<file path="config.mk">
export PLATFORM = sky130hd
export DESIGN_NAME = instruction_decode_unit
export DESIGN_NICKNAME = d
export VERILOG_FILES = /design/src/rtl/instruction_decode_unit.sv
export SDC_FILE = /design/constraint.sdc
export NUM_CORES = 2
export LEC_CHECK = 0
export CAP_MARGIN = 40
export CORE_MARGIN = 4
export CORE_UTILIZATION = 65
export CTS_BUF_LIST = sky130_fd_sc_hd__clkbuf_4
export DETAILED_ROUTE_END_ITERATION = 10
export PLACE_DENSITY_LB_ADDON = 0.15
export SYNTH_ARGS = -nofsm -noshare
export SYNTH_HDL_FRONTEND = slang
export SYNTH_SLANG_ARGS = --single-unit
export TNS_END_PERCENT = 20
</file>
<file path="constraint.sdc">
create_clock -name clock -period 76.7 [get_ports clock]
set_input_delay 7.67 -clock clock [delete_from_list [all_inputs] [get_ports clock]]
set_output_delay 7.67 -clock clock [all_outputs]
set_load 0.005 [all_outputs]
</file>
<file path="src/rtl/instruction_decode_unit.sv">
// Instruction decode stage: 32x32 register file with write-through bypass,
// RV32I field/immediate decode, and the ID/EX pipeline register with
// stall, flush and bubble handling.
module instruction_decode_unit #(
  parameter logic [31:0] NOP_INSTR = 32'h00000013
) (
  input  logic        clock,
  input  logic        reset,
  input  logic [31:0] Instruction_Code,
  input  logic        in_valid,
  input  logic        stall,
  input  logic        flush,
  input  logic        wb_en,
  input  logic [4:0]  wb_addr,
  input  logic [31:0] wb_data,
  output logic        out_valid,
  output logic [31:0] out_instr,
  output logic [6:0]  opcode,
  output logic [2:0]  funct3,
  output logic [6:0]  funct7,
  output logic [4:0]  rd,
  output logic [4:0]  rs1,
  output logic [4:0]  rs2,
  output logic [31:0] rs1_data,
  output logic [31:0] rs2_data,
  output logic [31:0] imm,
  output logic        reg_write,
  output logic        illegal
);

  localparam logic [6:0] OP_REG    = 7'b0110011;
  localparam logic [6:0] OP_IMM    = 7'b0010011;
  localparam logic [6:0] OP_LOAD   = 7'b0000011;
  localparam logic [6:0] OP_JALR   = 7'b1100111;
  localparam logic [6:0] OP_STORE  = 7'b0100011;
  localparam logic [6:0] OP_BRANCH = 7'b1100011;
  localparam logic [6:0] OP_LUI    = 7'b0110111;
  localparam logic [6:0] OP_AUIPC  = 7'b0010111;
  localparam logic [6:0] OP_JAL    = 7'b1101111;

  typedef struct packed {
    logic        valid;
    logic [31:0] instr;
    logic [6:0]  opcode;
    logic [2:0]  funct3;
    logic [6:0]  funct7;
    logic [4:0]  rd;
    logic [4:0]  rs1;
    logic [4:0]  rs2;
    logic [31:0] rs1_data;
    logic [31:0] rs2_data;
    logic [31:0] imm;
    logic        reg_write;
    logic        illegal;
  } idex_t;

  // Bubble: not valid, NOP encoding, every other field zero.
  localparam idex_t BUBBLE = idex_t'({1'b0, NOP_INSTR, 130'd0});

  logic [31:0] regs [32];
  logic [4:0]  rs1_idx, rs2_idx, rd_idx;
  logic [6:0]  op;
  logic [31:0] rs1_val, rs2_val;
  logic [31:0] imm_dec;
  logic        legal_dec, writes_rd;
  idex_t       decoded;
  idex_t       idex_reg, idex_next;

  assign op      = Instruction_Code[6:0];
  assign rd_idx  = Instruction_Code[11:7];
  assign rs1_idx = Instruction_Code[19:15];
  assign rs2_idx = Instruction_Code[24:20];

  // Register file: cleared asynchronously by reset; x0 is never written.
  always_ff @(posedge clock or posedge reset) begin
    if (reset) begin
      for (int i = 0; i < 32; i++) regs[i] <= '0;
    end else if (wb_en && (wb_addr != 5'd0)) begin
      regs[wb_addr] <= wb_data;
    end
  end

  // Operand read: x0 is hardwired zero, same-cycle writeback is forwarded.
  always_comb begin
    rs1_val = regs[rs1_idx];
    rs2_val = regs[rs2_idx];
    if (rs1_idx == 5'd0)                        rs1_val = '0;
    else if (wb_en && (wb_addr == rs1_idx))     rs1_val = wb_data;
    if (rs2_idx == 5'd0)                        rs2_val = '0;
    else if (wb_en && (wb_addr == rs2_idx))     rs2_val = wb_data;
  end

  // Immediate format, legality and rd-write class selected by opcode.
  always_comb begin
    imm_dec   = '0;
    legal_dec = 1'b1;
    writes_rd = 1'b0;
    case (op)
      OP_IMM, OP_LOAD, OP_JALR: begin
        imm_dec   = {{20{Instruction_Code[31]}}, Instruction_Code[31:20]};
        writes_rd = 1'b1;
      end
      OP_STORE: begin
        imm_dec = {{20{Instruction_Code[31]}}, Instruction_Code[31:25],
                   Instruction_Code[11:7]};
      end
      OP_BRANCH: begin
        imm_dec = {{19{Instruction_Code[31]}}, Instruction_Code[31],
                   Instruction_Code[7], Instruction_Code[30:25],
                   Instruction_Code[11:8], 1'b0};
      end
      OP_LUI, OP_AUIPC: begin
        imm_dec   = {Instruction_Code[31:12], 12'b0};
        writes_rd = 1'b1;
      end
      OP_JAL: begin
        imm_dec   = {{11{Instruction_Code[31]}}, Instruction_Code[31],
                     Instruction_Code[19:12], Instruction_Code[20],
                     Instruction_Code[30:21], 1'b0};
        writes_rd = 1'b1;
      end
      OP_REG: begin
        writes_rd = 1'b1;
      end
      default: begin
        legal_dec = 1'b0;
      end
    endcase
  end

  // Assemble the would-be ID/EX contents for the incoming instruction.
  always_comb begin
    decoded           = BUBBLE;
    decoded.valid     = 1'b1;
    decoded.instr     = Instruction_Code;
    decoded.opcode    = op;
    decoded.funct3    = Instruction_Code[14:12];
    decoded.funct7    = Instruction_Code[31:25];
    decoded.rd        = rd_idx;
    decoded.rs1       = rs1_idx;
    decoded.rs2       = rs2_idx;
    decoded.rs1_data  = rs1_val;
    decoded.rs2_data  = rs2_val;
    decoded.imm       = imm_dec;
    decoded.reg_write = writes_rd && (rd_idx != 5'd0);
    decoded.illegal   = !legal_dec;
  end

  // Pipeline control: flush beats stall, stall holds, otherwise load or bubble.
  always_comb begin
    idex_next = idex_reg;
    if (flush)         idex_next = BUBBLE;
    else if (stall)    idex_next = idex_reg;
    else if (in_valid) idex_next = decoded;
    else               idex_next = BUBBLE;
  end

  // ID/EX register; reset forces the bubble immediately.
  always_ff @(posedge clock or posedge reset) begin
    if (reset) idex_reg <= BUBBLE;
    else       idex_reg <= idex_next;
  end

  assign out_valid = idex_reg.valid;
  assign out_instr = idex_reg.instr;
  assign opcode    = idex_reg.opcode;
  assign funct3    = idex_reg.funct3;
  assign funct7    = idex_reg.funct7;
  assign rd        = idex_reg.rd;
  assign rs1       = idex_reg.rs1;
  assign rs2       = idex_reg.rs2;
  assign rs1_data  = idex_reg.rs1_data;
  assign rs2_data  = idex_reg.rs2_data;
  assign imm       = idex_reg.imm;
  assign reg_write = idex_reg.reg_write;
  assign illegal   = idex_reg.illegal;

endmodule

</file>
==> flow_summary.yaml <==
run_status:
  status: "finished clean"
floorplan:
  rows: 111
  initial_core_util: 0.6592
  dieArea_um2: 98490
  dieWidth_um: 313.8
  num_io_pins: 238
  dieHeight_um: 313.8
  core-area_um2: 92220
route:
  wl_um: 196800
  firstDrtPassIters: 6
  final_antenna_net_count: 0
  vias_per_cell: 7.108
  drtIter0Drc: 5714
  num_vias: 44115
  wl_per_cell_um: 31.71
  drc: 0
cts:
  cts.htree.levels: 5
  cts_buffers: 317
  path_clk_slew_ns: 0.06
  clock_sinks: 1158
  cts_resized: 0
  cts_buffer_depth: 4
  cts_tree: "yes"
  cts_root_buffer: "clkbuf_4"
  post_cts_buffers: 0
  clk_latency_ns: 1.23
  cts.hold.buffers_added: 0
grt:
  grt_overflow_total: 0
  grt_max_degree: 179
  grtUsageTotal: 0.4009
  antenna_found_initial: 7
  grt_pass1_wl_um: 292400
  grt_pass1_vias: 44823
job:
  maxCapViolCount: 0
synthesis:
  synth_seq_cells: 1158
  syn_area_per_cell_um2: 13.29
  synth-edff-count: 0
  synthTopCellsByArea: "dfrtp_1 (48%), mux2_2 (18%), mux2i_1 (9.6%), mux4_2 (9.0%), a22oi_1 (2.3%)"
  syn-num-nets: 4649
  async_flop_share: 1.000
  ys_types: 69
  synth_most_common_cell: "dfrtp_1"
  syn-cell-area_um2: 60790
  yosysTopAreaCellShare: 0.4754
  yosysWarnings: 0
  ys_seq_area_frac: 0.4767
  synthCells: 4574
  synth_flop_cell: "dfrtp_1"
  synth.top_cells.by_count: "dfrtp_1 (1155), mux2_2 (998), mux2i_1 (583)"
  synth_top_area_cell: "dfrtp_1"
timing:
  fin_tns_setup_ns: 0
  finalSetupViolations: 0
  min_period_ns: 10.60
  fin_skew_ns: 0.07821
  tightest_slew_ns: 1.044
  hold_ws_ns: 0.3982
  rsz0062_at_grt: "no"
  slew_viol_final: 0
  fmax_mhz: 94.35
  slew-limit-headroom: 0.3040
  fin_crit_sh: 0.1382
  hold_viol_final: 0
  setup_ws_ns: 66.10
critical_path:
  startpoint: "reset"
  critical_path_buf_inv_count: 7
  end_kind: "async pin"
  path_max_fanout: 170
  r2r_slack_ns: 74.46
  crit_arrival_ns: 11.83
  path_class: "input pin to async pin"
  cp.depth: 7
  cp.required_ns: 77.93
  start_kind: "input pin"
  cp-endpoint: "regs[238]$_DFFE_PP0P_"
  cp_common_cell: "buf_4"
  r2r-end: "rs1_data[2]$_DFFE_PP0P_"
  reg2reg_depth: 5
  cpPeakStageDelay_ns: 0.74
  cp_cell_sequence: "clkdlybuf4s50_1, inv_8, buf_4, buf_12, buf_4, buf_16, buf_4"
  r2r_start: "regs[514]$_DFFE_PP0P_"
  critPathTopFamily: "buffers and inverters"
  crit_path_top_delay_cell: "buf_4"
min_path:
  min-delay-path-class: "flop to flop"
  worstHoldStart: "regs[1015]$_DFFE_PP0P_"
placement:
  port-buffer-count: 237
  place_congestion: 0.8479
  dp_cells: 5692
  hpwl_um: 109800
  dp_slack_ns: 64.75
finish:
  fin_cells: 6206
  areaGrowthSynthToFinish_pct: 12.00
  fin_util: 0.7383
  layout.nets: 4845
  drive_gt1_frac: 0.3889
pwr:
  power.density_nw_per_um2: 24.07
  power_leakage_nw: 30.86
  ir_worst_vdd_mv: 0.01691
==> state kept, by name (all words and copies together) (netlist names) <==
register   cells
rs2_data      32
reg_write      1
regs        1024
rs1_data      32
out_instr     32
out_valid      1
opcode         3
imm           32
illegal        1
==> cells in the final DEF, fill, tap and decap left out, drive strengths merged, types with 7 or more instances in the layout <==
cell type,n
dfrtp,1155
mux2,998
mux2i,583
clkbuf,436
mux4,250
clkdlybuf4s50,229
a22oi,189
buf,167
nand2,163
nand3,131
a21oi,103
a22o,67
o21ai,66
clkinv,57
nor2,55
a221o,38
nand4,32
and2,32
a221oi,24
o22ai,15
a2111oi,14
nor2b,14
diode,13
a21o,12
o211ai,11
inv,9
or2,7
==> cells by family after synthesis <==
kind of cell    synth area share
flops                     0.4767
simple gates             0.03797
buf+inv                  0.04151
mux                       0.3738
xor+xnor                0.001441
compound gates           0.06856
==> cell type report <==
type / instances / area [µm²]
Multi-Input combinational cell: 2892 / 29540
Sequential cell: 1158 / 28980
Fill cell: 6237 / 24130
Timing Repair Buffer: 396 / 4380
Clock buffer: 436 / 3273
Tap cell: 1243 / 1555
Clock inverter: 63 / 296.5
Antenna cell: 13 / 32.53
Inverter: 5 / 26.28
==> how the worst min path moves through the flow <==
stage / to / cells past startpoint
after floorplan: regs[997]$_DFFE_PP0P_ / 1
after global placement: regs[997]$_DFFE_PP0P_ / 0
after detailed placement: regs[1020]$_DFFE_PP0P_ / 0
after CTS: regs[1015]$_DFFE_PP0P_ / 0
after global routing: regs[997]$_DFFE_PP0P_ / 0
final: regs[1015]$_DFFE_PP0P_ / 0
==> per-layer routing <==
metal / global-route usage / up-vias / share of wire
met2: 0.6003 / 2841 / 0.45
li1: - / 17753 / -
met1: 0.5446 / 22802 / 0.38
met4: 0.2092 / 2 / 0.057
met3: 0.1051 / 717 / 0.11
met5: 0 / - / 0.00010
==> through the flow <==
step / power [W] / area (µm²)
after floorplan: 0.001028 / 60790
after global placement: 0.001098 / 63310
after detailed placement: 0.001121 / 64460
after CTS: 0.001638 / 68030
after global routing: 0.001713 / 68070
final: 0.001639 / 68090
==> power breakdown <==
group,switching (W),leakage [nW],internal (W)
sequential,0.0000806,15.0,0.000716
combinational,0.000139,13.7,0.000183
clock,0.000255,2.15,0.000266
Note: power is estimated with default switching activity, not from simulation.
